$ cat src/rtl/multicycle_controller.sv
// Multi-cycle RV32I sequencer: steps one instruction through fetch/decode/execute/memory/writeback
// and drives the datapath selects and strobes from registered outputs.
module multicycle_controller #(
    parameter int MEM_LAT = 1
) (
    input  logic       clk,
    input  logic       rst,
    input  logic [6:0] op,
    input  logic [2:0] func3,
    input  logic [6:0] func7,
    input  logic       Zero,
    output logic       PCWrite,
    output logic       AdrSrc,
    output logic       MemWrite,
    output logic       IRWrite,
    output logic [1:0] ResultSrc,
    output logic [1:0] ALUSrcA,
    output logic [1:0] ALUSrcB,
    output logic [2:0] ALUControl,
    output logic [2:0] ImmSrc,
    output logic       RegWrite,
    output logic       Illegal
);

    localparam int CW = $clog2(MEM_LAT + 1);
    localparam logic [CW-1:0] LAST = CW'(MEM_LAT - 1);

    localparam logic [6:0] OP_LW  = 7'b0000011;
    localparam logic [6:0] OP_SW  = 7'b0100011;
    localparam logic [6:0] OP_R   = 7'b0110011;
    localparam logic [6:0] OP_I   = 7'b0010011;
    localparam logic [6:0] OP_BEQ = 7'b1100011;
    localparam logic [6:0] OP_JAL = 7'b1101111;

    typedef enum logic [3:0] {
        FETCH, DECODE, MEMADR, MEMREAD, MEMWB, MEMWRITE, EXECR, EXECI, ALUWB, BEQ, JAL
    } state_t;

    state_t          state, next_state;
    logic [CW-1:0]   cnt, next_cnt;
    logic            running;
    logic            supported;
    logic [2:0]      func_alu;
    logic [2:0]      imm_sel;
    logic            unused_func7;

    logic            pc_write_q, adr_src_q, mem_write_q, ir_write_q, reg_write_q;
    logic [1:0]      result_src_q, alu_src_a_q, alu_src_b_q;
    logic [2:0]      alu_control_q;
    logic            pc_write_d, adr_src_d, mem_write_d, ir_write_d, reg_write_d;
    logic [1:0]      result_src_d, alu_src_a_d, alu_src_b_d;
    logic [2:0]      alu_control_d;

    assign supported = (op == OP_LW) || (op == OP_SW) || (op == OP_R) ||
                       (op == OP_I) || (op == OP_BEQ) || (op == OP_JAL);
    assign unused_func7 = ^{func7[6], func7[4:0]};

    always_comb begin
        func_alu = 3'b000;
        case (func3)
            3'b000:  func_alu = (op == OP_R && func7[5]) ? 3'b001 : 3'b000;
            3'b010:  func_alu = 3'b101;
            3'b110:  func_alu = 3'b011;
            3'b111:  func_alu = 3'b010;
            default: func_alu = 3'b000;
        endcase
    end

    always_comb begin
        imm_sel = 3'b000;
        case (op)
            OP_SW:   imm_sel = 3'b001;
            OP_BEQ:  imm_sel = 3'b010;
            OP_JAL:  imm_sel = 3'b011;
            default: imm_sel = 3'b000;
        endcase
    end

    // The wait counter only counts inside FETCH/MEMREAD and stops at LAST, so it never wraps.
    always_comb begin
        next_state = state;
        next_cnt   = '0;
        case (state)
            FETCH:    if (cnt == LAST) next_state = DECODE;
                      else next_cnt = cnt + CW'(1);
            DECODE:   begin
                          case (op)
                              OP_LW, OP_SW: next_state = MEMADR;
                              OP_R:         next_state = EXECR;
                              OP_I:         next_state = EXECI;
                              OP_BEQ:       next_state = BEQ;
                              OP_JAL:       next_state = JAL;
                              default:      next_state = FETCH;
                          endcase
                      end
            MEMADR:   next_state = (op == OP_LW) ? MEMREAD : MEMWRITE;
            MEMREAD:  if (cnt == LAST) next_state = MEMWB;
                      else next_cnt = cnt + CW'(1);
            EXECR, EXECI, JAL: next_state = ALUWB;
            default:  next_state = FETCH;
        endcase
        // First edge after reset release only restarts FETCH, so no strobe lands on it.
        if (!running) begin
            next_state = FETCH;
            next_cnt   = '0;
        end
    end

    always_comb begin
        pc_write_d    = 1'b0;
        adr_src_d     = 1'b0;
        mem_write_d   = 1'b0;
        ir_write_d    = 1'b0;
        reg_write_d   = 1'b0;
        result_src_d  = 2'b00;
        alu_src_a_d   = 2'b00;
        alu_src_b_d   = 2'b00;
        alu_control_d = 3'b000;
        case (next_state)
            FETCH:    begin
                          alu_src_b_d  = 2'b10;
                          result_src_d = 2'b10;
                          ir_write_d   = (next_cnt == LAST);
                          pc_write_d   = (next_cnt == LAST);
                      end
            DECODE:   begin alu_src_a_d = 2'b01; alu_src_b_d = 2'b01; end
            MEMADR:   begin alu_src_a_d = 2'b10; alu_src_b_d = 2'b01; end
            MEMREAD:  adr_src_d = 1'b1;
            MEMWB:    begin result_src_d = 2'b01; reg_write_d = 1'b1; end
            MEMWRITE: begin adr_src_d = 1'b1; mem_write_d = 1'b1; end
            EXECR:    begin alu_src_a_d = 2'b10; alu_control_d = func_alu; end
            EXECI:    begin alu_src_a_d = 2'b10; alu_src_b_d = 2'b01; alu_control_d = func_alu; end
            ALUWB:    reg_write_d = 1'b1;
            BEQ:      begin alu_src_a_d = 2'b10; alu_control_d = 3'b001; end
            JAL:      begin alu_src_a_d = 2'b01; alu_src_b_d = 2'b10; pc_write_d = 1'b1; end
            default:  ;
        endcase
    end

    always_ff @(posedge clk or posedge rst) begin
        if (rst) begin
            state         <= FETCH;
            cnt           <= '0;
            running       <= 1'b0;
            pc_write_q    <= 1'b0;
            adr_src_q     <= 1'b0;
            mem_write_q   <= 1'b0;
            ir_write_q    <= 1'b0;
            reg_write_q   <= 1'b0;
            result_src_q  <= 2'b00;
            alu_src_a_q   <= 2'b00;
            alu_src_b_q   <= 2'b00;
            alu_control_q <= 3'b000;
        end else begin
            state         <= next_state;
            cnt           <= next_cnt;
            running       <= 1'b1;
            pc_write_q    <= pc_write_d;
            adr_src_q     <= adr_src_d;
            mem_write_q   <= mem_write_d;
            ir_write_q    <= ir_write_d;
            reg_write_q   <= reg_write_d;
            result_src_q  <= result_src_d;
            alu_src_a_q   <= alu_src_a_d;
            alu_src_b_q   <= alu_src_b_d;
            alu_control_q <= alu_control_d;
        end
    end

    // Branch decision and IR-derived outputs must follow the live inputs, not last edge's.
    assign PCWrite    = pc_write_q | ((state == BEQ) & Zero);
    assign Illegal    = (state == DECODE) & ~supported;
    assign ImmSrc     = rst ? 3'b000 : imm_sel;
    assign AdrSrc     = adr_src_q;
    assign MemWrite   = mem_write_q;
    assign IRWrite    = ir_write_q;
    assign RegWrite   = reg_write_q;
    assign ResultSrc  = result_src_q;
    assign ALUSrcA    = alu_src_a_q;
    assign ALUSrcB    = alu_src_b_q;
    assign ALUControl = alu_control_q;

endmodule
$ cat config.mk
export PLATFORM = sky130hd
export DESIGN_NAME = multicycle_controller
export DESIGN_NICKNAME = d
export VERILOG_FILES = /design/src/rtl/multicycle_controller.sv
export SDC_FILE = /design/constraint.sdc
export NUM_CORES = 1
export LEC_CHECK = 0
export BUFFER_PORTS_ARGS = -buffer_cell sky130_fd_sc_hd__buf_2
export CAP_MARGIN = 25
export CORE_MARGIN = 2
export CORE_UTILIZATION = 54
export CTS_BUF_LIST = sky130_fd_sc_hd__clkbuf_4
export CTS_CLUSTER_DIAMETER = 80
export CTS_CLUSTER_SIZE = 12
export DETAILED_ROUTE_END_ITERATION = 7
export GPL_ROUTABILITY_DRIVEN = 1
export PLACE_DENSITY_LB_ADDON = 0.2
export SLEW_MARGIN = 20
export SYNTH_ARGS = -nofsm -noshare
export SYNTH_HDL_FRONTEND = slang
export SYNTH_SLANG_ARGS = --single-unit
$ cat constraint.sdc
create_clock -name clk -period 4.87 [get_ports clk]
set_clock_uncertainty 0.15 [all_clocks]
set_input_delay 0.487 -clock clk [delete_from_list [all_inputs] [get_ports clk]]
set_output_delay 0.487 -clock clk [all_outputs]
set_load 0.02 [all_outputs]
Word-level counts from Yosys, hierarchy flattened
Cells that the tools add are included.
{ "totals": {"register_bits": 20, "latch_bits": 0, "mem_bits_rw": 0, "mem_bits_ro": 0, "in_bits": 20, "output_inout_bits": 18, "wordCells": 85, "memories": 0} }
{ "classes": {"add_sub_neg": 1, "mul": 0, "n_div": 0, "n_lt_le_gt_ge": 0, "n_eq_ne": 26, "shift": 0, "mux": 22, "n_bitwise": 5, "reduce_logical": 19} }
{ "op_table": {"columns": ["op", "n"], "rows": [
  ["4-bit case mux with 5 select lines", 2],
  ["4-bit by 3-bit == test with 1-bit output, second input constant", 6],
  ["4-bit == test, second input constant", 5],
  ["4-bit by 2-bit == test with 1-bit output, second input constant", 4],
  ["7-bit by 6-bit == test with 1-bit output, second input constant", 2],
  ["7-bit == test, second input constant", 2],
  ["2-bit OR reduction", 7],
  ["4-bit 2-to-1 mux", 3],
  ["2-bit case mux with 2 select lines", 3],
  ["3-bit case mux with 4 select lines", 1],
  ["4-bit by 1-bit == test with 1-bit output, second input constant", 2],
  ["4-bit logical NOT", 2],
  ["1-bit 2-to-1 mux", 8],
  ["7-bit by 2-bit == test with 1-bit output, second input constant", 1],
  ["7-bit by 5-bit == test with 1-bit output, second input constant", 1],
  ["3-bit == test, second input constant", 2],
  ["3-bit 2-to-1 mux", 2],
  ["2-bit case mux with 3 select lines", 1],
  ["3-bit case mux with 2 select lines", 1],
  ["3-bit OR reduction", 2],
  ["1-bit logical OR", 5],
  ["4-bit OR reduction", 1],
  ["3-bit by 2-bit == test with 1-bit output, second input constant", 1],
  ["3-bit logical NOT", 1],
  ["6 further kinds", 8]
]} }

Depth between registers and ports, before layout
Gate-level depths: netlist of the first run.
{ "logic_depth": {"depth_word": 8, "depth_mapped": 8, "ltp_nobuf": 6} }

Worst setup path after synthesis of the first run
No wires, ideal clock.
{ "synth_timing": {"path_type": "input -> register", "start": "in op[6]", "end": "reg alu_src_b_q[0], in the netlist ALUSrcB[0]", "setup_time_ps": 82, "arrival_time_ps": 2024, "required_time_ps": 4638, "setup_slack_ps": 2614, "stages": 7, "n_path_buf": 1, "path_cell_list": "buf_6 or3b_1 a211o_1 nand2_1 nand2_2 or4_4 a31oi_1"} }
{ "synth_between": {"elab_chain_len": 8, "elab_cells_between_ends": 19, "classes_between": "eq/ne (10); mux (5); reduce/logical (4)"} }
{ "synth_rtl": {"columns": ["element", "line_no", "text"], "rows": [
  ["from (decl)", "8", "input logic [6:0] op,"],
  ["7-bit by 2-bit == test with 1-bit output or 7-bit by 6-bit == test with 1-bit output (tied branches)", "87, 96", null],
  ["2-bit OR reduction", "87", "case (op)"],
  ["4-bit case mux with 5 select lines", "87", null],
  ["4-bit case mux with 5 select lines (*)", "83", "case (state)"],
  ["4-bit 2-to-1 mux (*)", "103", "if (!running) begin"],
  ["4-bit by 3-bit == test with 1-bit output, or another cell as far along", "119", "case (next_state)"],
  ["3-bit OR reduction (no line) or 2-bit OR reduction (tied branches)", null, null],
  ["2-bit case mux with 2 select lines (*)", "119", null],
  ["named net alu_src_b_d[0]", "51", "logic [1:0] result_src_d, alu_src_a_d, alu_src_b_d;"],
  ["to (signal assigned)", "165", "alu_src_b_q <= alu_src_b_d;"],
  ["to (decl)", "48", "logic [1:0] result_src_q, alu_src_a_q, alu_src_b_q;"]
]} }
The timed path passes the listed nets; every way through them passes the cells marked *.

Worst setup path in the final report of the first run
{ "layout_timing": {"start": "reg state[1]", "end": "out Illegal"} }
{ "layout_between": {"elab_chain_len": 2} }
{ "layout_rtl": {"columns": ["element", "line_no", "text"], "rows": [
  ["from (decl)", "39", "state_t state, next_state;"],
  ["from (signal assigned)", "155", "state <= next_state;"],
  ["4-bit by 1-bit == test with 1-bit output", "172", "assign Illegal = (state == DECODE) & ~supported;"],
  ["1-bit AND", "172", null],
  ["to (decl)", "22", "output logic Illegal"]
]} }
Every way passes these cells.

==> metrics, run 1 <==
top_reg_cell synth=dfrtp_1; Worst setup EP type=primary output; # DRC=0; crit-path leading delay family=simple AND/OR/NAND/NOR gates; chip height=46.8 um; layout cells sized above 1=29.0%; DRT Pass-1 Iters=4; Final Hold Fails=0; vias in the first global route=773; CTS tree=done; P&R area growth vs syn=17.5%; Final period util=50.7%; syn_nets=around 120; Tot GR Track Use=20.6%; switching power=slightly below 0.00008 W; largest family of logic cells by synthesized area=simple AND/OR/NAND/NOR gates; Netlist cell types=43; Comb power frac=between 15 and 20%; Crit Path Max Fanout=8; Reg-to-Reg End=AdrSrc; cts hold-fix bufs=0; post-synthesis compound-gate area fraction=17.0%; Fin Setup TNS=0 ps; synthesized area per cell=9.69 sq um; Hold Crit Class=primary input to asynchronous set/reset pin; Post-synth ARST share=100%; Peak VDD IR=0.168 mV; post-synthesis register bit count=18; Vias/cell=5.49; CTS buffer count=3; Tot Pwr=about 0.00028 W; Max Cap Violations=0; nets=roughly 150; Critical Path RT=4230 ps; dpl hpwl=1.52 mm; clk_lat worst skew=290 ps; antenna fix cells=0; Pins Over Slew Limit=0; placed cell areas=0.00113 sq mm; DR vias=856; htree depth=1; overall die width=46.8 um; PostCTS Resize Cnt=0; Mapped Area=988 sq um; reg-to-reg startpoint=state[1]; RSZ-0062 raised after global routing=no; first-pass GRT wire length=roughly 3.2 mm; crit path cell chain=nor4b_1, and2_1, buf_2; initial core utilization=57.2%; Synth Area in Simple Gates=29.1%; Setup Viol. Count Final=0; sequential cell area fraction in the yosys report=45.6%; CTS root buffer=clkbuf_4; CTS clk-pin slew, worst paths=110 ps; synthesized netlist cell count=102; Fillers=154; worst-case clock buffer depth=2; initial antenna violation count=0; leakage=0.544 nW; # rows=15; post-route ant nets=0; PortBufs=30; # IOs=38; startpoint types=flop; switching share of power=about 28%; crit path kind=flop to primary output; largest net degree at the start of global routing=19; Internal=0.000202 W; Max Fclk=405 MHz; clock power share=26.9%; total setup buffers inserted after CTS=0; Crit path largest cell delay=670 ps; Core Box Area=around 0.0017 sq mm; mux cell area share after synthesis=a little over 2%; count of flip-flops with a built-in enable after synthesis=0; Sink Count=18; synth warn=0; Synth Area in Adders=0%; R2R cell count=6; crit path DAT=~1800 ps; Seq pwr share=56.4%; WL/cell=12.8 um; Max-slew headroom=52.6%; GRT Residual Overflow=0; DR iter-0 viols=23; die area=0.00219 sq mm; final instance area=about 0.0012 sq mm; final wirelength=2.00 mm; Cell Pwr Density=240 mW/mm^2; xor and xnor fraction of the mapped netlist area=0.886%; RePlAce Congestion=just under 0.8; CP max-delay cell=nor4b_1; status=finished, final reports clean; Worst R2R Setup Slack=2550 ps; Least-Margin Pin Slew=approximately 700 ps; WP buf/inv=1; Tmin final=2470 ps
[cell usage after synthesis, types with 2 or more instances]
cell | n | share of area, %
a211oi_1 | 2 | 1.5
mux2i_1 | 2 | 2.0
nor2_1 | 11 | 4.2
conb_1 | 2 | 0.76
nand3_1 | 3 | 1.5
nor4b_1 | 2 | 1.8
o311ai_0 | 2 | 1.8
dfrtp_1 | 18 | 46
a21oi_1 | 4 | 2.0
buf_4 | 2 | 1.5
nand2b_1 | 2 | 1.3
inv_1 | 3 | 1.1
nand4_1 | 2 | 1.3
or3_1 | 2 | 1.3
o21ai_0 | 5 | 2.5
a31oi_1 | 2 | 1.3
and2_1 | 3 | 1.9
nor3_1 | 3 | 1.5
nand2_1 | 8 | 3.0
[cells by family (layout without fill, tap and decap cells)]
kind of cell,count (synthesis),in the layout
and+or+nand+nor,48,48
DFF,18,18
buffers and inverters,8,37
xor gates and xnor gates,1,1
muxes,2,2
other,2,2
AOI/OAI and AO/OA,23,23
[flip-flops by register name, indices dropped and copies added, names as in the netlist]
name        count
ResultSrc       1
IRWrite         1
running         1
ALUSrcA         2
ALUControl      3
MemWrite        1
ALUSrcB         2
RegWrite        1
pc_write_q      1
state           4
AdrSrc          1
[placed cells by master, fill, tap and decap left out, types with 2 or more instances in the layout]
cell type | netlist | layout
a211oi_1 | 2 | 2
a21oi_1 | 4 | 4
a31oi_1 | 2 | 2
and2_1 | 3 | 3
buf_2 | 1 | 30
clkbuf_4 | 0 | 3
conb_1 | 2 | 2
dfrtp_1 | 18 | 18
inv_1 | 3 | 3
mux2i_1 | 2 | 2
nand2_1 | 8 | 8
nand2b_1 | 2 | 2
nand3_1 | 3 | 3
nand4_1 | 2 | 2
nor2_1 | 11 | 11
nor3_1 | 3 | 3
nor4b_1 | 2 | 2
o21ai_0 | 5 | 5
o311ai_0 | 2 | 2
or3_1 | 2 | 2
[worst register-to-register path, stage by stage (launching register included)]
cell	delay, ps
dfrtp_1	490
nor4b_1	670
nand2_1	160
o22ai_2	400
nor2_1	120
mux2i_1	150
nor3_1	60
[how the worst max path moves through the flow]
stage	from	endpoint	slack (ps)	cells past startpoint
floorplan	op[6]	ALUSrcB[0]	2610	7
global placement	op[5]	ALUSrcB[0]	2480	7
detailed placement	op[5]	ALUSrcB[0]	2460	7
CTS	state[1]	Illegal	2410	3
global route	state[1]	Illegal	2250	3
finish	state[1]	Illegal	2400	3
[per-layer routing]
metal | up-vias | routed length [um] | GRT usage [%]
li1 | 426 | - | -
met1 | 396 | 935 | 28.7
met2 | 30 | 928 | 32.1
met3 | 4 | 108 | 4.23
met4 | 0 | 27 | 6.67
met5 | - | 0 | 0
[layout make-up]
class	instances	area, sq um	area share, %
Clock buffer	3	22.5	1.94
Clock inverter	1	3.75	0.323
Inverter	3	11.3	0.970
Multi-Input combinational cell	76	492	42.3
Sequential cell	18	450	38.8
Tap cell	25	31.3	2.69
Timing Repair Buffer	30	150	12.9
[through the flow]
step | util [%] | setup WS [ps] | hold slack (ps) | instances
floorplan | - | 2610 | 276 | 102
global placement | 65.7 | 2480 | 483 | 152
detailed placement | 65.7 | 2460 | 486 | 152
CTS | 67.2 | 2410 | 167 | 156
global route | 67.2 | 2250 | 193 | 156
finish | 67.2 | 2400 | 143 | 156
[power by group through the flow]
stage               combinational, W  sequential [W]  clock (W)
CTS                        0.0000466        0.000157  0.0000761
global placement           0.0000454        0.000160          0
detailed placement         0.0000464        0.000160          0
floorplan                  0.0000289        0.000162          0
global route               0.0000516        0.000158  0.0000819
finish                     0.0000465        0.000157  0.0000750
(Power assumes the default switching activity.)
==> run 2: changes to the inputs <==
CORE_UTILIZATION = 45   (was 54)
clock period = 2.05 ns   (was 4.87 ns; I/O delays follow)
==> metrics, run 2 (same netlist as run 1, synthesis figures left out) <==
switching share of power=26.4% (was 27.6%); Critical Path RT=2120 ps (was 4230 ps); routing usage on met1=25.3% (was 28.7%); vias in the first global route=906 (was 773); Max Fclk=506 MHz; Crit Path Max Fanout=9 (was 8); # IOs=38 (unchanged); Seq pwr share=54.8% (was 56.4%); Max-slew headroom=56.5% (was 52.6%); GRT Residual Overflow=0 (unchanged); largest net degree at the start of global routing=19 (unchanged); worst-case clock buffer depth=2 (unchanged); PortBufs=30 (unchanged); RSZ-0062 raised after global routing=yes (was no); crit path kind=flop to flop (was flop to primary output); most frequent cells in the layout=buf_2, dfrtp_1, buf_4 (was buf_2, dfrtp_1, nor2_1); initial antenna violation count=0 (unchanged); Pins Over Slew Limit=0 (unchanged); dpl hpwl=1.67 mm (was 1.52 mm); Hold Crit Class=primary input to flop (was primary input to asynchronous set/reset pin); Tmin final=1980 ps; max FFs per register=4 (unchanged); final instance area=0.00135 sq mm (was 0.00116 sq mm); total setup buffers inserted after CTS=0 (unchanged); chip height=50.9 um (was 46.8 um); overall die width=50.9 um (was 46.8 um); # DRC=0 (unchanged); CTS tree=done (unchanged); status=finished, final reports clean (unchanged); DR iter-0 viols=15 (was 23); placed cell areas=0.00126 sq mm (was 0.00113 sq mm); Worst R2R Setup Slack=70 ps (was 2550 ps); Cell Pwr Density=503 mW/mm^2 (was 240 mW/mm^2); final wirelength=2.14 mm (was 2.00 mm); clk_lat worst skew=290 ps (about the same); crit path DAT=2050 ps (was 1830 ps); Max Cap Violations=0 (unchanged); CTS clk-pin slew, worst paths=100 ps (was 110 ps); post-route ant nets=0 (unchanged); leakage=0.653 nW (was 0.544 nW); # rows=16 (was 15); reg-to-reg startpoint=state[1] (unchanged); CTS root buffer=clkbuf_4 (unchanged); Tot GR Track Use=19.6% (was 20.6%); Final Hold Fails=0 (unchanged); Least-Margin Pin Slew=651 ps (was 701 ps); clock power share=25.2% (was 26.9%); CP max-delay cell=or4_4 (was nor4b_1); R2R cell count=5 (was 6); layout cells sized above 1=37.3% (was 29.0%); Final period util=96.3%; met3 Track Usage GR=4.97% (was 4.23%); Internal=0.000499 W (was 0.000202 W); first-pass GRT wire length=3.82 mm (was 3.22 mm); DRT Pass-1 Iters=4 (unchanged); Comb power frac=19.9% (was 16.7%); WL/cell=12.1 um (was 12.8 um); Reg-to-Reg End=ALUSrcB[0] (was AdrSrc); Setup Viol. Count Final=0 (unchanged); most common cell after layout, fill and taps aside=buf_2 (unchanged); RePlAce Congestion=0.808 (was 0.769); CTS buffer count=3 (unchanged); htree depth=1 (unchanged); initial core utilization=48.9% (was 57.2%); Hold Path End=ALUSrcB[0]; Worst setup EP type=flop (was primary output); Most Crowded Layer GR=met2 (unchanged); startpoint types=flop (unchanged); Core Box Area=0.00202 sq mm (was 0.00173 sq mm); Biggest register=state (unchanged); antenna fix cells=0 (unchanged); switching power=0.000179 W (was 0.0000770 W); met2 usage=32.5% (was 32.1%); Peak VDD IR=0.437 mV (was 0.168 mV); die area=0.00259 sq mm (was 0.00219 sq mm); Sink Count=18 (unchanged); P&R area growth vs syn=36.3% (was 17.5%); HP Start=op[4]; nets=171 (was 152); Crit path largest cell delay=550 ps (was 670 ps); hold_ws=207 ps (was 143 ps); crit path cell chain=buf_4, nor4b_1, a32o_2, or4_4, a31oi_1 (was nor4b_1, and2_1, buf_2); Cells on Worst Hold Path=4; DR vias=906 (was 856); Vias/cell=5.12 (was 5.49)
-- run 2: worst max-delay path by stage --
stage          startpoint         end  slack (ps)  cells past startpoint
3_3_place_gp        op[4]  ALUSrcB[0]          10                      7
3_5_place_dp        op[4]  ALUSrcB[0]          40                      7
2_1_floorplan    state[0]  ALUSrcB[0]          60                      6
5_1_grt          state[1]     IRWrite        -0.2                      6
4_1_cts          state[1]  ALUSrcA[1]          50                      8
6_report         state[1]  ALUSrcB[0]          70                      5
-- run 2: final cells by class --
type	count	area, sq um
clock buffers	3	22.5
clock inverters	1	3.75
fillers	176	674
inverters	3	11.3
multi-input cells	76	510
flip-flops and latches	18	450
well taps	27	33.8
repair buffers	49	315
-- run 2: timing repair --
item	4_1_cts	5_1_grt
endpoints found under the setup margin	0	9
hold buffers	3	1
hold endpoints to repair	20	1
resized for setup	0	5
-- run 2: layer usage --
layer / part of all wire (%) / vias to the layer above
li1: - / 472
met1: 47 / 410
met2: 48 / 22
met3: 4.7 / 2
met4: 0.66 / 0
met5: 0 / -
-- run 2: power by group through the flow --
| stage | logic, W | registers, W | clock network, W |
|---|---|---|---|
| after floorplan | 0.0000687 | 0.000386 | 0 |
| after detailed placement | 0.000128 | 0.000379 | 0 |
| after global placement | 0.000126 | 0.000378 | 0 |
| after global routing | 0.000151 | 0.000374 | 0.000201 |
| after CTS | 0.000133 | 0.000372 | 0.000179 |
| final | 0.000135 | 0.000372 | 0.000171 |
-- run 2: per-stage QoR --
stage | cells | total power (W) | setup TNS [ps] | setup WS [ps] | util [%]
2_1_floorplan | 102 | 0.000455 | 0 | 57.9 | -
3_3_place_gp | 169 | 0.000504 | 0 | 10.8 | 62.4
3_5_place_dp | 169 | 0.000506 | 0 | 37.0 | 62.4
4_1_cts | 176 | 0.000684 | 0 | 54.6 | 65.2
5_1_grt | 177 | 0.000725 | -0.166 | -0.166 | 66.6
6_report | 177 | 0.000678 | 0 | 75.0 | 66.6
-- run 2: worst max-delay path: cells and delay by family, from the launching register on --
kind            cells  cell delay (ps)
compound gates      2              440
simple gates        2              690
buf+inv             1              180
flops               1              440
==> run 3: changes to the inputs <==
clock period = 1.6 ns   (was 2.05 ns; I/O delays follow)
==> metrics, run 3 (same netlist as run 1, synthesis figures left out) <==
final wirelength=3.87 mm (was 2.14 mm); Max Cap Violations=0 (unchanged); CTS tree=done (unchanged); Crit Path Max Fanout=7 (was 9); Hold Crit Class=primary input to flop (unchanged); CTS root buffer=clkbuf_4 (unchanged); initial antenna violation count=0 (unchanged); DR vias=1200 (was 906); Pins Over Slew Limit=0 (unchanged); nets=201 (was 171); startpoint types=flop (unchanged); Max Fclk=503 MHz (was 506 MHz); Final period util=124% (was 96.3%); Comb power frac=26.8% (was 19.9%); Biggest register=state (unchanged); GRT Residual Overflow=0 (unchanged); RSZ-0062 raised after global routing=yes (unchanged); hold_ws=217 ps (was 207 ps); RePlAce Congestion=0.868 (was 0.808); Final Hold Fails=0 (unchanged); PortBufs=30 (unchanged); setup ws final=-389 ps (was 75.0 ps); crit path cell chain=buf_4, nor4b_1, a32o_2, buf_4, buf_4, nand2_1, o21ai_2 (was buf_4, nor4b_1, a32o_2, or4_4, a31oi_1); Setup Viol. Count Final=17 (was 0); dpl hpwl=1.88 mm (was 1.67 mm); switching power=0.000305 W (was 0.000179 W); Worst Setup SP=state[2] (was state[1]); WP buf/inv=3 (was 1); met3 Track Usage GR=4.39% (was 4.97%); die area=0.00259 sq mm (unchanged); max FFs per register=4 (unchanged); DR iter-0 viols=35 (was 15); WL/cell=18.7 um (was 12.1 um); clock power share=25.2% (about the same); most frequent CP cell=buf_4; Fillers=102 (was 176); leakage=0.841 nW (was 0.653 nW); Critical Path RT=1680 ps (was 2120 ps); worst-case clock buffer depth=2 (unchanged); Worst R2R Setup Slack=-390 ps (was 70 ps); overall die width=50.9 um (unchanged); # DRC=0 (unchanged); crit path kind=flop to flop (unchanged); R2R cell count=7 (was 5); switching share of power=30.6% (was 26.4%); CP max-delay cell=dfrtp_2 (was or4_4); CTS buffer count=3 (unchanged); chip height=50.9 um (unchanged); first-pass GRT wire length=5.15 mm (was 3.82 mm); htree depth=1 (unchanged); # IOs=38 (unchanged); Crit path largest cell delay=470 ps (was 550 ps); Most Crowded Layer GR=met2 (unchanged); P&R area growth vs syn=79.5% (was 36.3%); pre-CTS WS=-369 ps (was 37.0 ps); antenna fix cells=0 (unchanged); most common cell after layout, fill and taps aside=buf_4 (was buf_2); dpl cells=184 (was 169); Cell Pwr Density=562 mW/mm^2 (was 503 mW/mm^2); Internal=0.000692 W (was 0.000499 W); status=finished, violations left (was finished, final reports clean); largest net degree at the start of global routing=19 (unchanged); initial core utilization=48.9% (unchanged); Seq pwr share=48.0% (was 54.8%); most frequent cells in the layout=buf_4, buf_2, dfrtp_1 (was buf_2, dfrtp_1, buf_4); HP Start=op[6] (was op[4]); # rows=16 (unchanged); crit-path leading delay family=flip-flops (was simple AND/OR/NAND/NOR gates); Tmin final=1990 ps (was 1980 ps); CTS clk-pin slew, worst paths=120 ps (was 100 ps); Hold Path End=ALUSrcB[0] (unchanged); vias in the first global route=1106 (was 906); layout cells sized above 1=63.9% (was 37.3%); DRT Pass-1 Iters=4 (unchanged); Finished Layout Cells=207 (was 177); met2 usage=46.9% (was 32.5%); Worst setup EP type=flop (unchanged); area of the multi-input gates=676 sq um (was 510 sq um); Cells on Worst Hold Path=5 (was 4); Peak VDD IR=0.659 mV (was 0.437 mV); routing usage on met1=33.7% (was 25.3%); failing checks=negative setup slack; Sink Count=18 (unchanged); reg-to-reg startpoint=state[2] (was state[1]); Reg-to-Reg End=ALUControl[0] (was ALUSrcB[0]); post-route ant nets=0 (unchanged); Vias/cell=5.80 (was 5.12); register area=454 sq um (was 450 sq um); crit path DAT=2070 ps (was 2050 ps); Tot GR Track Use=27.6% (was 19.6%); clk_lat worst skew=310 ps (was 290 ps); Core Box Area=0.00202 sq mm (unchanged)
run 3: cell count changes in the layout (fill, tap and decap cells not counted), moves of 4 or more:
| cell | delta |
|---|---|
| buf_2 | -4 |
| buf_6 | +8 |
| nor2_2 | +5 |
| buf_4 | +25 |
| nor2_1 | -6 |
run 3: repair_timing:
item,4_1_cts,5_1_grt
hold buffers,4,0
endpoints found under the setup margin,18,21
gates cloned,1,0
resized for setup,21,28
pin swaps,10,12
buffers inserted,4,10
hold endpoints to repair,20,0
run 3: final cells by class:
class | count | area share, %
repair buffers | 78 | 32.3
clock buffers | 3 | 1.27
multi-input cells | 77 | 38.1
well taps | 27 | 1.90
inverters | 3 | 0.635
clock inverters | 1 | 0.212
flip-flops and latches | 18 | 25.6
run 3: worst max path at each step:
stage,cells after the start,to,slack (ps)
2_1_floorplan,5,ALUSrcB[0],-320
6_report,7,ALUControl[0],-390
3_5_place_dp,7,ALUSrcB[0],-370
4_1_cts,4,ALUSrcB[0],-290
3_3_place_gp,7,ALUSrcB[0],-330
5_1_grt,7,ALUControl[0],-490
run 3: per-layer routing:
layer / routed length, um / share of wire, %
met5: 0 / 0
met4: 38 / 0.98
met3: 348 / 9.0
met2: 2030 / 52
met1: 1450 / 37
run 3: worst min-delay path, delay by kind of cell:
kind | cells | cell delay [ps]
buf+inv | 2 | 220
simple gates | 2 | 170
compound gates | 1 | 80
run 3: power groups by stage:
stage | Clock, W | Sequential, W | Combinational, W
floorplan | 0 | 0.000495 | 0.0000967
global placement | 0 | 0.000485 | 0.000193
detailed placement | 0 | 0.000485 | 0.000198
CTS | 0.000243 | 0.000477 | 0.000225
global route | 0.000276 | 0.000479 | 0.000284
finish | 0.000252 | 0.000479 | 0.000267
run 3: through the flow:
step | power, W | cell area, sq um | setup TNS, ps | util [%]
CTS | 0.000944 | 1580 | -3130 | 78.1
global placement | 0.000678 | 1400 | -3190 | 69.3
finish | 0.000997 | 1770 | -4380 | 87.7
detailed placement | 0.000683 | 1400 | -3540 | 69.3
global route | 0.00104 | 1770 | -6000 | 87.7
floorplan | 0.000592 | 1040 | -1500 | -
